--- src/rtl/trdb_resync_timer.sv ---
// rtl/trdb_resync_timer.sv - resync scheduler counting cycles or packets toward a sticky sync request
module trdb_resync_timer #(
  parameter int unsigned CNT_W    = 16,
  parameter logic        RST_MODE = 1'b0
) (
  input  logic             clk_i,
  input  logic             rst_ni,
  input  logic             trace_enabled_i,
  input  logic             mode_i,
  input  logic             mode_we_i,
  input  logic [CNT_W-1:0] threshold_i,
  input  logic             packet_emitted_i,
  input  logic             resync_ack_i,
  input  logic             force_resync_i,
  output logic             resync_req_o,
  output logic [CNT_W-1:0] count_o,
  output logic             mode_o
);

  typedef enum logic [1:0] {
    IDLE    = 2'd0,
    COUNT   = 2'd1,
    PENDING = 2'd2
  } state_e;

  localparam logic [CNT_W-1:0] CntOne = CNT_W'(1);

  state_e           state_q, state_d;
  logic [CNT_W-1:0] cnt_q, cnt_d, cnt_inc;
  logic             mode_q, mode_d;
  logic             ev, mode_change;

  always_ff @(posedge clk_i or negedge rst_ni) begin
    if (!rst_ni) begin
      state_q <= IDLE;
      cnt_q   <= '0;
      mode_q  <= RST_MODE;
    end else begin
      state_q <= state_d;
      cnt_q   <= cnt_d;
      mode_q  <= mode_d;
    end
  end

  always_comb begin
    state_d     = state_q;
    cnt_d       = cnt_q;
    mode_d      = mode_we_i ? mode_i : mode_q;
    mode_change = mode_we_i && (mode_i != mode_q);
    ev          = mode_q ? packet_emitted_i : 1'b1;
    cnt_inc     = cnt_q + CntOne;

    case (state_q)
      IDLE: begin
        cnt_d = '0;
        if (trace_enabled_i) state_d = COUNT;
      end
      COUNT: begin
        if (!trace_enabled_i) begin
          state_d = IDLE;
          cnt_d   = '0;
        end else if (resync_ack_i) begin
          cnt_d = '0;
        end else if (force_resync_i) begin
          state_d = PENDING;
        end else if (ev && !mode_change) begin
          // Wrapping increment; a lowered threshold only matches after wrap-around.
          cnt_d = cnt_inc;
          if ((threshold_i != '0) && (cnt_inc == threshold_i)) state_d = PENDING;
        end
      end
      PENDING: begin
        if (!trace_enabled_i) begin
          state_d = IDLE;
          cnt_d   = '0;
        end else if (resync_ack_i) begin
          state_d = COUNT;
          cnt_d   = '0;
        end
      end
      default: begin
        state_d = IDLE;
        cnt_d   = '0;
      end
    endcase

    // A real mode switch restarts the period; a pending request survives it.
    if (mode_change) cnt_d = '0;
  end

  assign resync_req_o = (state_q == PENDING);
  assign count_o      = cnt_q;
  assign mode_o       = mode_q;

endmodule

--- config.mk ---
export PLATFORM = sky130hd
export DESIGN_NAME = trdb_resync_timer
export DESIGN_NICKNAME = d
export VERILOG_FILES = /design/src/rtl/trdb_resync_timer.sv
export SDC_FILE = /design/constraint.sdc
export NUM_CORES = 1
export LEC_CHECK = 0
export CORE_MARGIN = 10
export CORE_UTILIZATION = 40
export CTS_CLUSTER_DIAMETER = 60
export DETAILED_ROUTE_END_ITERATION = 10
export PLACE_DENSITY = 0.71
export SYNTH_ARGS = -nofsm -noshare
export SYNTH_HDL_FRONTEND = slang
export SYNTH_SLANG_ARGS = --single-unit
--- constraint.sdc ---
create_clock -name clk_i -period 2.19 [get_ports clk_i]
set_clock_uncertainty 0.1 [all_clocks]
set_input_delay 0.438 -clock clk_i [delete_from_list [all_inputs] [get_ports clk_i]]
set_output_delay 0.438 -clock clk_i [all_outputs]
set_load 0.05 [all_outputs]
Word level (Yosys, flattened, before mapping). Cells that the tools add are included.

Register bits after elaboration: 19. Input port bits: 24. Output and inout port bits: 18. Logic and storage cells: 42.

Add/sub/neg operators: 1. Equality and inequality tests: 12. Muxes and demuxes: 18. Reduce and logical (&&, ||, !) cells: 8.

Operators with widths (count): $mux 16 (7); $pmux 16 s2 (1); $add 16x1->16 const B (1); $eq 16x16->1 (1); $mux 2 (8); $reduce_bool 16->1 (1); $ne 5x5->1 const B (2); $ne 4x4->1 const B (2); $ne 3x3->1 const B (2); $pmux 2 s3 (1); $reduce_and 5->1 (1); $ne 4x3->1 const B (1); $logic_and 1x1->1 (3); $reduce_and 3->1 (1); $eq 2x1->1 const B (1); $eq 2x2->1 const B (1); $logic_not 2->1 (1); $ne 2x2->1 const B (1); $logic_not 1->1 (1); $mux 1 (1); $ne 1x1->1 (1).

Logic depth before layout (Yosys ltp).
Depth in word-level cells: 10. Gate-level depth with buffers: 8. Mapped depth without buffers: 7.

Worst setup path before layout. No wires, ideal clock.

Path kind: reg-to-reg. Start: reg cnt_q[0], in the netlist count_o[0]. End: reg state_q[0]. Arrival: 2.433 ns. Required time: 1.961 ns. Slack: -0.472 ns. Stages on the path, launching flop included: 9. Buffers on the path: 1. Clock period less this slack: 2.662 ns. Cells stage by stage: dfrtp_1 -> ha_1 -> nand3_1 -> buf_2 -> nor3_4 -> xnor2_1 -> or4_1 -> a211oi_2 -> a21oi_1.

Cells in the longest elaborated chain, start to end: 5.

RTL lines: start, declared (RTL line 29) `logic [CNT_W-1:0] cnt_q, cnt_d, cnt_inc;`; start signal, assigned (RTL line 40) `cnt_q <= cnt_d;`; $add 16x1->16 (RTL line 51) `cnt_inc = cnt_q + CntOne;`; $eq 16x16->1 (RTL line 69) `if ((threshold_i != '0) && (cnt_inc == threshold_i)) state_d = PENDING;`; $logic_and 1x1->1 (RTL line 69); $ne 4x4->1 (no source line); $reduce_and 5->1 (no source line); end signal, assigned (RTL line 39) `state_q <= state_d;`; end, declared (RTL line 28) `state_e state_q, state_d;`.

Every way passes these cells. A chain may end at the register's enable or synchronous reset.

Final worst setup path. Same ends and word-level chain as after synthesis.

==> impl_results.html <==
<table>
<tr><th>Metric</th><th>Value</th></tr>
<tr><th colspan="2">Job</th></tr>
<tr><td>Number of maximum-capacitance violations</td><td>0</td></tr>
<tr><th colspan="2">Clock tree</th></tr>
<tr><td>Cell chosen for the clock root</td><td>sky130_fd_sc_hd__clkbuf_8</td></tr>
<tr><td>Number of hold-repair buffers added at the cts stage</td><td>0</td></tr>
<tr><td>Maximum root-to-sink buffer count</td><td>2</td></tr>
<tr><td>Register clock-pin slew on the reported worst setup and hold paths</td><td>0.08 ns</td></tr>
<tr><td>H-tree Lvls</td><td>1</td></tr>
<tr><td>CTS Buf Count</td><td>3</td></tr>
<tr><td>CTS tree</td><td>built</td></tr>
<tr><td>CTS sink count</td><td>19</td></tr>
<tr><td>Clock Latency Late Sink</td><td>0.26 ns</td></tr>
<tr><th colspan="2">Setup path</th></tr>
<tr><td>Capturing element type of the critical path</td><td>flop</td></tr>
<tr><td>Critical Path Source Type</td><td>flop</td></tr>
<tr><td>Type of the worst setup path</td><td>flop to flop</td></tr>
<tr><td>Required time of the worst setup path</td><td>2.23 ns</td></tr>
<tr><td>WP data arrival</td><td>2.23 ns</td></tr>
<tr><td>Worst-path fanout max</td><td>3</td></tr>
<tr><th colspan="2">Logic synthesis</th></tr>
<tr><td>Number of distinct library cells after synthesis</td><td>46</td></tr>
<tr><td>Nets in the synthesized netlist</td><td>215</td></tr>
<tr><td>Mean instance size in the synthesized netlist</td><td>roughly 8.3 µm²</td></tr>
<tr><td>Post-synthesis instance area</td><td>0.00157 mm²</td></tr>
<tr><td>Fraction of registers with async set or reset after synthesis</td><td>1.00</td></tr>
<tr><td>Portion of the post-synthesis area used by sequential elements</td><td>0.303</td></tr>
<tr><td>Synthesis Warnings</td><td>0</td></tr>
<tr><td>#FFs+latches synth</td><td>19</td></tr>
<tr><td>Main flop type after synthesis</td><td>sky130_fd_sc_hd__dfrtp_1</td></tr>
<tr><td>Post-synth EDFFs</td><td>0</td></tr>
<tr><td>Count of mapped cells out of synthesis</td><td>190</td></tr>
<tr><th colspan="2">Final layout</th></tr>
<tr><td>Fin cells</td><td>roughly 320</td></tr>
<tr><td>Number of nets in the final layout</td><td>roughly 300</td></tr>
<tr><td>Area growth from synthesis to final layout</td><td>54.4%</td></tr>
<tr><td>Diodes inserted</td><td>0</td></tr>
<tr><td>Layout cells sized above 1</td><td>0.303</td></tr>
<tr><td>Most frequent cells in the layout</td><td>44 x sky130_fd_sc_hd__buf_4, 31 x sky130_fd_sc_hd__clkdlybuf4s50_1, 25 x sky130_fd_sc_hd__o21ai_0</td></tr>
<tr><td>Post-layout instance area</td><td>0.00243 mm²</td></tr>
<tr><td>Most common library cell in the layout ignoring fill and taps</td><td>sky130_fd_sc_hd__buf_4</td></tr>
<tr><td>Final core utilization</td><td>0.648</td></tr>
<tr><th colspan="2">Global routing</th></tr>
<tr><td>Vias in the first global route</td><td>roughly 1700</td></tr>
<tr><td>Tot GR Track Use</td><td>0.147</td></tr>
<tr><td>Pin count of the biggest net entering global routing</td><td>20</td></tr>
<tr><td>Total overflow reported by the global router</td><td>0</td></tr>
<tr><td>First-pass GRT wire length</td><td>roughly 8.0 mm</td></tr>
<tr><td>Number of antenna violations at the first check in global routing</td><td>0</td></tr>
<tr><th colspan="2">STA</th></tr>
<tr><td>Pins Over Slew Limit</td><td>0</td></tr>
<tr><td>Crit path time final</td><td>2.19 ns</td></tr>
<tr><td>Share of the clock period used by the worst path after layout</td><td>1.00</td></tr>
<tr><td>Fin. Hold Viols</td><td>0</td></tr>
<tr><td>Slew Limit Headroom</td><td>0.664</td></tr>
<tr><td>Final count of negative-setup-slack endpoints</td><td>0</td></tr>
<tr><td>Transition time of the tightest slew-check pin</td><td>0.502 ns</td></tr>
<tr><td>FMAX</td><td>around 0.46 GHz</td></tr>
<tr><td>Setup repair after global routing missed its margin</td><td>yes</td></tr>
<tr><td>Final setup slack of the worst path</td><td>0.000647 ns</td></tr>
<tr><td>Setup Total Neg Slack</td><td>0 ns</td></tr>
<tr><td>Worst hold slack after final layout</td><td>about 0.4 ns</td></tr>
<tr><th colspan="2">Die</th></tr>
<tr><td>Top-Level Pins</td><td>42</td></tr>
<tr><td>Die X</td><td>82.7 µm</td></tr>
<tr><td>Initial cell density of the core</td><td>0.420</td></tr>
<tr><td>Die height</td><td>roughly 83 µm</td></tr>
<tr><td># rows</td><td>22</td></tr>
<tr><td>Total die area</td><td>0.00684 mm²</td></tr>
<tr><td>Core area</td><td>0.00374 mm²</td></tr>
<tr><th colspan="2">Placed design</th></tr>
<tr><td>Dpl cells</td><td>309</td></tr>
<tr><td>Placer congestion estimate</td><td>between 0.8 and 0.9</td></tr>
<tr><td>Placed standard-cell area</td><td>~0.0023 mm²</td></tr>
<tr><td>IO buf count</td><td>between 40 and 50</td></tr>
<tr><td>HPWL reported at the end of detailed placement</td><td>roughly 3.9 mm</td></tr>
<tr><td>Place WS</td><td>-0.459 ns</td></tr>
<tr><th colspan="2">Detailed routing</th></tr>
<tr><td>Vias after detailed routing</td><td>between 1500 and 2000</td></tr>
<tr><td>Avg Vias per Cell</td><td>5.49</td></tr>
<tr><td>Drc violations</td><td>0</td></tr>
<tr><td>Average detailed-routed wire length per instance</td><td>15.4 µm</td></tr>
<tr><td>Final ANT Viol Nets</td><td>0</td></tr>
<tr><td>Detailed Route WL</td><td>4.86 mm</td></tr>
<tr><td>Number of optimization iterations in the first detailed-route pass</td><td>4</td></tr>
<tr><td>DR iter-0 viols</td><td>77</td></tr>
<tr><th colspan="2">Pwr</th></tr>
<tr><td>Cell area power density</td><td>about 360 mW/mm²</td></tr>
<tr><td>Design Power</td><td>0.862 mW</td></tr>
<tr><td>Standby leakage power</td><td>0.982 nW</td></tr>
<tr><td>Peak supply drop</td><td>250 µV</td></tr>
<tr><th colspan="2">Status</th></tr>
<tr><td>Result of the run</td><td>completed</td></tr>
<tr><th colspan="2">Hold path</th></tr>
<tr><td>Class of the tightest hold or removal check</td><td>input pin to async pin</td></tr>
</table>
==> registers in the layout, summed over array words and instances (netlist names) <==
| register | count |
|---|---|
| count_o | 16 |
| state_q | 2 |
| mode_o | 1 |
==> worst paths after layout <==
path / end / start / slack (ns) / cells after the start
min in group clk_i: count_o[15]$_DFFE_PN0P_ / count_o[15]$_DFFE_PN0P_ / 0.42 / 1
max in group asynchronous: count_o[0]$_DFFE_PN0P_ / rst_ni / 1.34 / 2
max: state_q[0]$_DFFE_PN0P_ / count_o[0]$_DFFE_PN0P_ / 0.0006 / 7
max reg2reg: state_q[0]$_DFFE_PN0P_ / count_o[0]$_DFFE_PN0P_ / 0.0006 / 7
min reg2reg: count_o[15]$_DFFE_PN0P_ / count_o[15]$_DFFE_PN0P_ / 0.42 / 1
min: count_o[3]$_DFFE_PN0P_ / rst_ni / 0.41 / 2
==> critical path, cell delays in order, from the launching register on <==
cell and delay [ns]:
sky130_fd_sc_hd__dfrtp_4 0.50, sky130_fd_sc_hd__ha_4 0.18, sky130_fd_sc_hd__xor2_1 0.16, sky130_fd_sc_hd__xnor2_1 0.17, sky130_fd_sc_hd__o2111ai_1 0.13, sky130_fd_sc_hd__or4_1 0.52, sky130_fd_sc_hd__a211oi_2 0.21, sky130_fd_sc_hd__a21oi_1 0.09
==> layer usage <==
layer | up-vias | track usage | wire length (µm)
met2 | 54 | 0.241 | 2410
met1 | 800 | 0.189 | 2070
met5 | - | 0 | 0
li1 | 867 | - | -
met3 | 9 | 0.0281 | 292
met4 | 0 | 0.0485 | 85
==> cell type report <==
| cell class | count | area (µm²) |
|---|---|---|
| Tap cell | 48 | 60.1 |
| Multi-Input combinational cell | 161 | 1110 |
| Fill cell | 332 | 1320 |
| Clock inverter | 1 | 5.00 |
| Inverter | 5 | 18.8 |
| Timing Repair Buffer | 78 | 689 |
| Clock buffer | 3 | 41.3 |
| Sequential cell | 19 | 499 |
==> cells by family after synthesis <==
group                    count (synthesis)  synth area share
XOR/XNOR                                19             0.106
flip-flops                              19             0.303
adder cells (fa/ha/maj)                  1           0.00796
buffers and inverters                   10            0.0255
multiplexers                             3            0.0199
AND/OR/NAND/NOR                         81             0.302
AO/OA/AOI/OAI                           57             0.236
==> what timing repair did <==
item,CTS,global route
setup buffers,2,0
resized for setup,2,6
setup endpoints to repair,2,2
pin swaps,2,4
==> synthesized netlist by cell type (3+ instances only) <==
library cell,number,area (µm²)
sky130_fd_sc_hd__a21oi_1,5,25.0
sky130_fd_sc_hd__and3_1,4,25.0
sky130_fd_sc_hd__clkbuf_1,3,11.3
sky130_fd_sc_hd__dfrtp_1,19,475
sky130_fd_sc_hd__inv_1,5,18.8
sky130_fd_sc_hd__nand2_1,21,78.8
sky130_fd_sc_hd__nand2b_1,8,50.1
sky130_fd_sc_hd__nand3_1,10,50.1
sky130_fd_sc_hd__nor2_1,7,26.3
sky130_fd_sc_hd__nor2b_1,7,43.8
sky130_fd_sc_hd__nor3_1,5,25.0
sky130_fd_sc_hd__nor4_1,5,31.3
sky130_fd_sc_hd__o21ai_0,26,130
sky130_fd_sc_hd__o31ai_1,7,52.6
sky130_fd_sc_hd__o41ai_1,3,26.3
sky130_fd_sc_hd__xnor2_1,10,87.6
sky130_fd_sc_hd__xor2_1,9,78.8
==> power breakdown <==
part | internal [mW] | switching [mW] | total (mW) | leakage [nW]
Sequential | 0.360 | 0.0102 | 0.370 | 0.235
Clock | 0.127 | 0.126 | 0.253 | 0.0255
Combinational | 0.123 | 0.116 | 0.239 | 0.721
Total | 0.610 | 0.252 | 0.862 | 0.982
Power figures use the tool's default switching activity.
